===== config.mk =====
export PLATFORM = sky130hd
export DESIGN_NAME = ultrasonic_ranger
export DESIGN_NICKNAME = d
export VERILOG_FILES = /design/src/rtl/ultrasonic_ranger.sv
export SDC_FILE = /design/constraint.sdc
export NUM_CORES = 1
export LEC_CHECK = 0
export ABC_AREA = 1
export CAP_MARGIN = 20
export CORE_UTILIZATION = 60
export DETAILED_ROUTE_END_ITERATION = 7
export GPL_TIMING_DRIVEN = 0
export PLACE_DENSITY_LB_ADDON = 0.3
export RECOVER_POWER = 100
export SLEW_MARGIN = 20
export SYNTH_ARGS = -nofsm -noshare
export SYNTH_HDL_FRONTEND = slang
export SYNTH_SLANG_ARGS = --single-unit

===== constraint.sdc =====
create_clock -name CLK -period 3.5 [get_ports CLK]
set_clock_uncertainty 0.2 [all_clocks]
set_input_delay 0.7 -clock CLK [delete_from_list [all_inputs] [get_ports CLK]]
set_output_delay 0.7 -clock CLK [all_outputs]
set_load 0.02 [all_outputs]

===== src/rtl/ultrasonic_ranger.sv =====
// HC-SR04-style ranger: periodic trigger, synchronised echo capture and pulse-width
// to centimetre conversion, saturating at 100 (reported as 99 + Out_Of_Range).
module ultrasonic_ranger #(
    parameter int unsigned TRIG_CYCLES   = 500,
    parameter int unsigned CYCLES_PER_CM = 2900,
    parameter int unsigned PERIOD_CYCLES = 3_000_000
) (
    input  logic       CLK,
    input  logic       RESET,
    input  logic       Enable,
    input  logic       Echo,
    output logic       Trig,
    output logic [6:0] Distance_Raw,
    output logic       Distance_Valid,
    output logic       Out_Of_Range
);

    localparam int unsigned TW  = $clog2(TRIG_CYCLES + 1);
    localparam int unsigned PSW = $clog2(CYCLES_PER_CM + 1);
    localparam int unsigned PW  = $clog2(PERIOD_CYCLES + 1);

    localparam logic [TW-1:0]  TRIG_LAST   = TW'(TRIG_CYCLES - 1);
    localparam logic [PSW-1:0] PS_LAST     = PSW'(CYCLES_PER_CM - 1);
    localparam logic [PW-1:0]  PERIOD_LAST = PW'(PERIOD_CYCLES - 1);

    typedef enum logic [2:0] {
        S_IDLE,
        S_TRIG,
        S_WAIT_ECHO,
        S_MEASURE,
        S_HOLD
    } state_t;

    state_t         r_state;
    logic           r_echo_m;
    logic           r_echo_s;
    logic           r_echo_d;
    logic [TW-1:0]  r_trig_cnt;
    logic [PSW-1:0] r_prescale;
    logic [PW-1:0]  r_period;
    logic [6:0]     r_cm;
    logic           r_trig;
    logic [6:0]     r_dist;
    logic           r_valid;
    logic           r_oor;

    logic       w_rise;
    logic       w_fall;
    logic       w_period_end;
    logic       w_ps_wrap;
    logic [6:0] w_cm_next;

    assign w_rise       = r_echo_s & ~r_echo_d;
    assign w_fall       = ~r_echo_s & r_echo_d;
    assign w_period_end = (r_period == PERIOD_LAST);
    assign w_ps_wrap    = (r_prescale == PS_LAST);

    // Counting on the delayed echo copy covers exactly the echo_s-high cycles, the
    // last of which coincides with the falling-edge cycle, so the publish uses this.
    always_comb begin
        w_cm_next = r_cm;
        if (r_echo_d && w_ps_wrap && (r_cm != 7'd100)) begin
            w_cm_next = r_cm + 7'd1;
        end
    end

    always_ff @(posedge CLK) begin
        if (RESET) begin
            r_state    <= S_IDLE;
            r_echo_m   <= 1'b0;
            r_echo_s   <= 1'b0;
            r_echo_d   <= 1'b0;
            r_trig_cnt <= '0;
            r_prescale <= '0;
            r_period   <= '0;
            r_cm       <= '0;
            r_trig     <= 1'b0;
            r_dist     <= '0;
            r_valid    <= 1'b0;
            r_oor      <= 1'b0;
        end else begin
            r_echo_m <= Echo;
            r_echo_s <= r_echo_m;
            r_echo_d <= r_echo_s;
            r_valid  <= 1'b0;
            if (!w_period_end) begin
                r_period <= r_period + PW'(1);
            end

            case (r_state)
                S_IDLE: begin
                    if (Enable) begin
                        r_state    <= S_TRIG;
                        r_trig     <= 1'b1;
                        r_trig_cnt <= '0;
                        r_period   <= '0;
                    end
                end
                S_TRIG: begin
                    if (r_trig_cnt == TRIG_LAST) begin
                        r_trig  <= 1'b0;
                        r_state <= S_WAIT_ECHO;
                    end else begin
                        r_trig_cnt <= r_trig_cnt + TW'(1);
                    end
                end
                S_WAIT_ECHO: begin
                    if (w_rise) begin
                        r_prescale <= '0;
                        r_cm       <= '0;
                        r_state    <= S_MEASURE;
                    end else if (w_period_end) begin
                        r_dist     <= 7'd99;
                        r_oor      <= 1'b1;
                        r_valid    <= 1'b1;
                        r_state    <= Enable ? S_TRIG : S_IDLE;
                        r_trig     <= Enable;
                        r_trig_cnt <= '0;
                        r_period   <= '0;
                    end
                end
                S_MEASURE: begin
                    if (r_echo_d) begin
                        r_prescale <= w_ps_wrap ? '0 : r_prescale + PSW'(1);
                        r_cm       <= w_cm_next;
                    end
                    if (w_fall) begin
                        r_dist  <= (w_cm_next == 7'd100) ? 7'd99 : w_cm_next;
                        r_oor   <= (w_cm_next == 7'd100);
                        r_valid <= 1'b1;
                        r_state <= S_HOLD;
                    end else if (w_period_end) begin
                        r_dist     <= 7'd99;
                        r_oor      <= 1'b1;
                        r_valid    <= 1'b1;
                        r_state    <= Enable ? S_TRIG : S_IDLE;
                        r_trig     <= Enable;
                        r_trig_cnt <= '0;
                        r_period   <= '0;
                    end
                end
                S_HOLD: begin
                    if (w_period_end) begin
                        r_state    <= Enable ? S_TRIG : S_IDLE;
                        r_trig     <= Enable;
                        r_trig_cnt <= '0;
                        r_period   <= '0;
                    end
                end
                default: begin
                    r_state <= S_IDLE;
                    r_trig  <= 1'b0;
                end
            endcase
        end
    end

    assign Trig           = r_trig;
    assign Distance_Raw   = r_dist;
    assign Distance_Valid = r_valid;
    assign Out_Of_Range   = r_oor;

endmodule


==> impl_metrics.tcl, run 1 <==
set metrics [dict create \
    start_kind "flop" \
    cp.required_ns 3.51 \
    synthCells 549 \
    final.fill_count 512 \
    hold_start "r_echo_m$_SDFF_PP0_" \
    cts_resized 0 \
    netlist_area_um2 3736 \
    drt-vias-per-instance 5.503 \
    cp-end-kind "flop" \
    drive_above_1_share 0.06586 \
    dr.pass1.iters 5 \
    antenna_found_initial 0 \
    finalSetupViolations 0 \
    max_freq_ghz 0.3638 \
    hold_slack_ns 0.2030 \
    slew_viol_final 0 \
    grt_setup_unrepaired "false" \
    grt_pass1_wl_um 14290 \
    synth_top_area_share 0.3537 \
    r2r_start "r_period[0]$_SDFF_PP0_" \
    postSynthNetCount 559 \
    start_util 0.6273 \
    fin_tns_setup_ns 0 \
    placementRows 28 \
    synth_edf_count 0 \
    hold_buffers 0 \
    synth_top_family_by_area "simple AND/OR/NAND/NOR gates" \
    ys.flop_type "dfxtp_1" \
    hold_class "reg -> reg" \
    clock_latency_ns 0.34 \
    synth-compound-area-share 0.08975 \
    postCtsSetupBuffers 0 \
    tightestPinTransition_ns 0.8347 \
    async_flop_share 0 \
    clockBufferDepth 2 \
    synthSimpleGateAreaFrac 0.3831 \
    fp.dieW_um 80.91 \
    most-common-layout-cells "nand2_1 (136), nor2_1 (78), inv_1 (75)" \
    outcome "finished, final reports clean" \
    ir_worst_vdd_mv 0.3359 \
    vias 3588 \
    grt_pass1_vias 3306 \
    clkSinkCount 66 \
    routedWlPerCell_um 12.90 \
    dieArea_um2 6546 \
    synth.largest_area_cell "dfxtp_1" \
    portBuffers 13 \
    synth_xor_area_frac 0.05626 \
    drt_iter0_markers 206 \
    total_power_mw 1.830 \
    cts_tree "done" \
    relSlewSlack 0.4376 \
    area_growth_syn_to_layout_pct 10.01 \
    yosysSeqAreaShare 0.3537 \
    arrival_ns 2.75 \
    root_buffer "clkbuf_8" \
    ys_warn_count 0 \
    cts_made_buffers 9 \
    final_nets 583 \
    io_pins 14 \
    period_minus_slack_ns 2.749 \
    utilization 0.6901 \
    synthAdderAreaFrac 0.02009 \
    synth_seq_cells 66 \
    final_common_cell "nand2_1" \
    cp_cell_sequence "ha_1 -> nand3_1 -> nor2_1 -> nand4_1 -> nand2_1 -> nand2_4 -> o21ai_0 -> buf_6 -> a21oi_1" \
    critPathMaxFanout 10 \
    place_congestion 0.9147 \
    routed_wl_um 8410 \
    power_density_nw_per_um2 445.2 \
    p_leak_nw 1.633 \
    grt_overflow 0 \
    fin_crit_sh 0.7854 \
    die_y_um 80.91 \
    synth.area.mux_share 0.002679 \
    drc 0 \
    coreArea_um2 5956 \
    drv_cap 0 \
    antennaDiodeCount 0 \
    dp_hpwl_um 5899 \
    synth.distinct_cells 38 \
    track_usage 0.2842 \
    antenna_left 0 \
    cts_max_level 3 \
    syn_area_per_cell_um2 6.805 \
    critical_path_class "reg -> reg" \
    path_clk_slew_ns 0.07 \
    synthTopCellsByArea "dfxtp_1 (35%), nand2_1 (13%), inv_1 (7.3%)" \
    startpoint "r_period[0]$_SDFF_PP0_" \
    grt_max_degree 11 \
    finalHoldViolCount 0 \
    slowest_stage "o21ai_0" \
    slowest_delay_ns 0.67 \
]
-- layer usage --
layer	track usage	wire length (um)	up-vias
li1	-	-	1804
met2	0.4840	4047	128
met4	0.1036	177	0
met5	0	0	-
met1	0.3326	3613	1631
met3	0.08989	572	25
-- kinds of logic after synthesis --
family / count (synthesis)
buffers and inverters: 89
AOI/OAI and AO/OA: 61
xor gates and xnor gates: 24
muxes: 1
DFF: 66
and+or+nand+nor: 302
adders and majority gates: 6
-- power breakdown --
part           switching, mW  internal (mW)
clock network          0.281          0.423
logic                  0.214          0.111
registers             0.0218          0.779
-- cell type report --
class	instances	area (um2)	share of cell area
well taps	75	93.84	0.02283
inverters	80	300.3	0.07306
clock buffers	14	192.7	0.04688
flip-flops and latches	66	1321	0.3215
plain buffers	9	51.30	0.01248
multi-input cells	394	1991	0.4843
clock inverters	1	30.03	0.007306
repair buffers	13	130.1	0.03166
-- registers in the layout, indices dropped and copies added, names as in the netlist --
name and cells:
r_prescale 12, r_echo_m 1, r_echo_s 1, Out_Of_Range 1
Distance_Valid 1, r_state 3, r_cm 7, Distance_Raw 7
r_trig_cnt 9, Trig 1, r_period 22, r_echo_d 1
-- cell usage after synthesis, types with 2 or more instances --
cell	count
dfxtp_1	66
a211oi_1	3
nor4_1	5
inv_2	6
nor4_2	3
nor2_1	67
nand2_2	3
o21ai_0	13
nor2_8	2
nand2_1	134
nand4_1	15
a31oi_1	2
nor4_4	2
buf_2	3
o21ai_1	2
inv_1	73
nand3_1	29
xnor2_1	5
ha_1	6
nor2_2	15
clkbuf_1	4
nor3_1	20
a21oi_1	37
xor2_1	19
buf_6	2
-- per-stage QoR --
step,setup slack [ns],cell area (um2),std cells
after floorplan,1.640,3736,549
after global placement,0.9503,3960,637
after detailed placement,0.9482,3960,637
after CTS,1.282,4183,652
after global routing,0.6076,4110,652
final,0.7512,4110,652
-- path summary, 6_finish.rpt --
kind                                 end  slack, ns  cells after the start
setup reg to reg  r_period[3]$_SDFF_PP0_       0.75                      9
hold reg to reg      r_echo_s$_SDFF_PP0_       0.20                      2
setup / recovery  r_period[3]$_SDFF_PP0_       0.75                      9
hold / removal       r_echo_s$_SDFF_PP0_       0.20                      2
-- worst max-delay path, delay by kind of cell (launching register included) --
kind	cells	cell delay [ns]
buffers and inverters	1	0.23
adder cells (fa/ha/maj)	1	0.22
AO/OA/AOI/OAI	2	0.72
AND/OR/NAND/NOR	5	0.88
flip-flops	1	0.36
Note: power is estimated with default switching activity, not from simulation.
==> run 2: changes to the inputs <==
Clock period 3.5 ns to 2.7 ns, I/O delays scaled along.
==> impl_metrics.tcl, run 2 (same netlist as run 1, synthesis figures left out) <==
set metrics [dict create \
    outcome "finished, final reports clean" \
    vias 3570 \
    antennaDiodeCount 0 \
    start_kind "flop" \
    min_path_cells 2 \
    fin_crit_sh 0.8810 \
    drt_iter0_markers 236 \
    grt_use_met2 0.4840 \
    reg2reg_to "r_period[3]$_SDFF_PP0_" \
    period_minus_slack_ns 2.379 \
    grt_max_degree 11 \
    dr.pass1.iters 5 \
    area_growth_syn_to_layout_pct 10.68 \
    track_usage 0.2842 \
    ir_worst_vdd_mv 0.4381 \
    final.fill_count 509 \
    path_clk_slew_ns 0.07 \
    final_nets 583 \
    clkSinkCount 66 \
    cts_made_buffers 9 \
    finalHoldViolCount 0 \
    dp_hpwl_um 5899 \
    grt_pass1_wl_um 14290 \
    drc 0 \
    critPathMaxFanout 10 \
    antenna_left 0 \
    hold_class "reg -> reg" \
    grt_setup_unrepaired "false" \
    drt-vias-per-instance 5.475 \
    r2r_start "r_period[0]$_SDFF_PP0_" \
    dieArea_um2 6546 \
    cts_tree "done" \
    max_freq_ghz 0.4204 \
    p_leak_nw 1.653 \
    gr-usage-met1 0.3326 \
    routed_wl_um 8400 \
    critical_path_class "reg -> reg" \
    portBuffers 13 \
    cp-end-kind "flop" \
    largest_reg_flops 22 \
    slew_viol_final 0 \
    cp.required_ns 2.71 \
    clock_latency_ns 0.35 \
    most-common-layout-cells "nand2_1 (136), nor2_1 (77), inv_1 (74)" \
    place_congestion 0.9147 \
    grt_pass1_vias 3306 \
    r2r_setup_slack_ns 0.32 \
    met3_usage 0.08989 \
    die_y_um 80.91 \
    arrival_ns 2.39 \
    total_power_mw 2.388 \
    r2r_cells 9 \
    root_buffer "clkbuf_8" \
    hold_buffers 0 \
    io_pins 14 \
    top_usage_layer "met2" \
    min_to "r_echo_s$_SDFF_PP0_" \
    finalWorstSetupSlack_ns 0.3214 \
    regMostFlops "r_period" \
    place_ws_ns 0.3082 \
    grt_overflow 0 \
    coreArea_um2 5956 \
    final_common_cell "nand2_1" \
    power_density_nw_per_um2 577.4 \
    utilization 0.6943 \
    cts_max_level 3 \
    reg_top3 "r_period (22), r_prescale (12), r_trig_cnt (9)" \
    drv_cap 0 \
    fin_tns_setup_ns 0 \
    cts_resized 0 \
    relSlewSlack 0.6428 \
    fp.dieW_um 80.91 \
    finalSetupViolations 0 \
    clockBufferDepth 2 \
    hold_start "r_echo_m$_SDFF_PP0_" \
    postCtsSetupBuffers 0 \
    routedWlPerCell_um 12.88 \
    placementRows 28 \
    drive_above_1_share 0.07279 \
    antenna_found_initial 0 \
    tightestPinTransition_ns 0.5358 \
    start_util 0.6273 \
]
[run 2: cell counts in the layout (fill, tap and decap cells not counted)]
Identical to the previous run, type by type.
[run 2: critical path, stage by stage, from the launching register on]
cell,delay (ns)
dfxtp_1,0.36
ha_1,0.22
nand3_1,0.12
nor2_1,0.13
nand4_1,0.30
nand2_1,0.18
nand2_1,0.21
o21ai_4,0.29
buf_6,0.18
a21oi_1,0.05
[run 2: how the worst max path moves through the flow]
stage                           start                 endpoint  slack [ns]  cells after the start
6_report       r_period[0]$_SDFF_PP0_   r_period[3]$_SDFF_PP0_        0.32                      9
5_1_grt        r_period[0]$_SDFF_PP0_   r_period[3]$_SDFF_PP0_        0.16                      9
4_1_cts        r_period[0]$_SDFF_PP0_  r_period[18]$_SDFF_PP0_        0.55                      9
3_5_place_dp                   Enable   r_period[7]$_SDFF_PP0_        0.31                      7
3_3_place_gp                   Enable  r_period[16]$_SDFF_PP0_        0.31                      7
2_1_floorplan  r_period[0]$_SDFF_PP0_  r_period[15]$_SDFF_PP0_        0.84                      9
[run 2: through the flow]
stage	cell area, um2	hold WS (ns)	cells
2_1_floorplan	3736	0.1883	549
3_3_place_gp	3960	0.1923	637
3_5_place_dp	3960	0.1960	637
4_1_cts	4183	0.2058	652
5_1_grt	4135	0.2410	652
6_report	4135	0.2024	652
[run 2: report_power, final]
group,switching [mW],internal [mW]
logic,0.285,0.149
registers,0.0293,1.01
clock network,0.367,0.548
total,0.681,1.71
[run 2: final cells by class]
type                            instances  area [um2]  share of cell area
Buffer                                  9       51.30             0.01241
Clock buffer                           14       192.7             0.04660
Clock inverter                          1       30.03            0.007262
Inverter                               80       300.3             0.07262
Multi-Input combinational cell        394        2016              0.4874
Sequential cell                        66        1321              0.3195
Tap cell                               75       93.84             0.02269
Timing Repair Buffer                   13       130.1             0.03147
[run 2: metal layers]
layer / wire [um] / share of wire / vias up
li1: - / - / 1807
met1: 3717 / 0.44 / 1641
met2: 4055 / 0.48 / 98
met3: 449 / 0.053 / 24
met4: 178 / 0.021 / 0
met5: 0 / 0 / -
==> run 3: changes to the inputs <==
Settings changed: HOLD_SLACK_MARGIN set to 0.08.
==> results of run 3 <==
Final layout, timing and power as in run 2 (identical DEF).
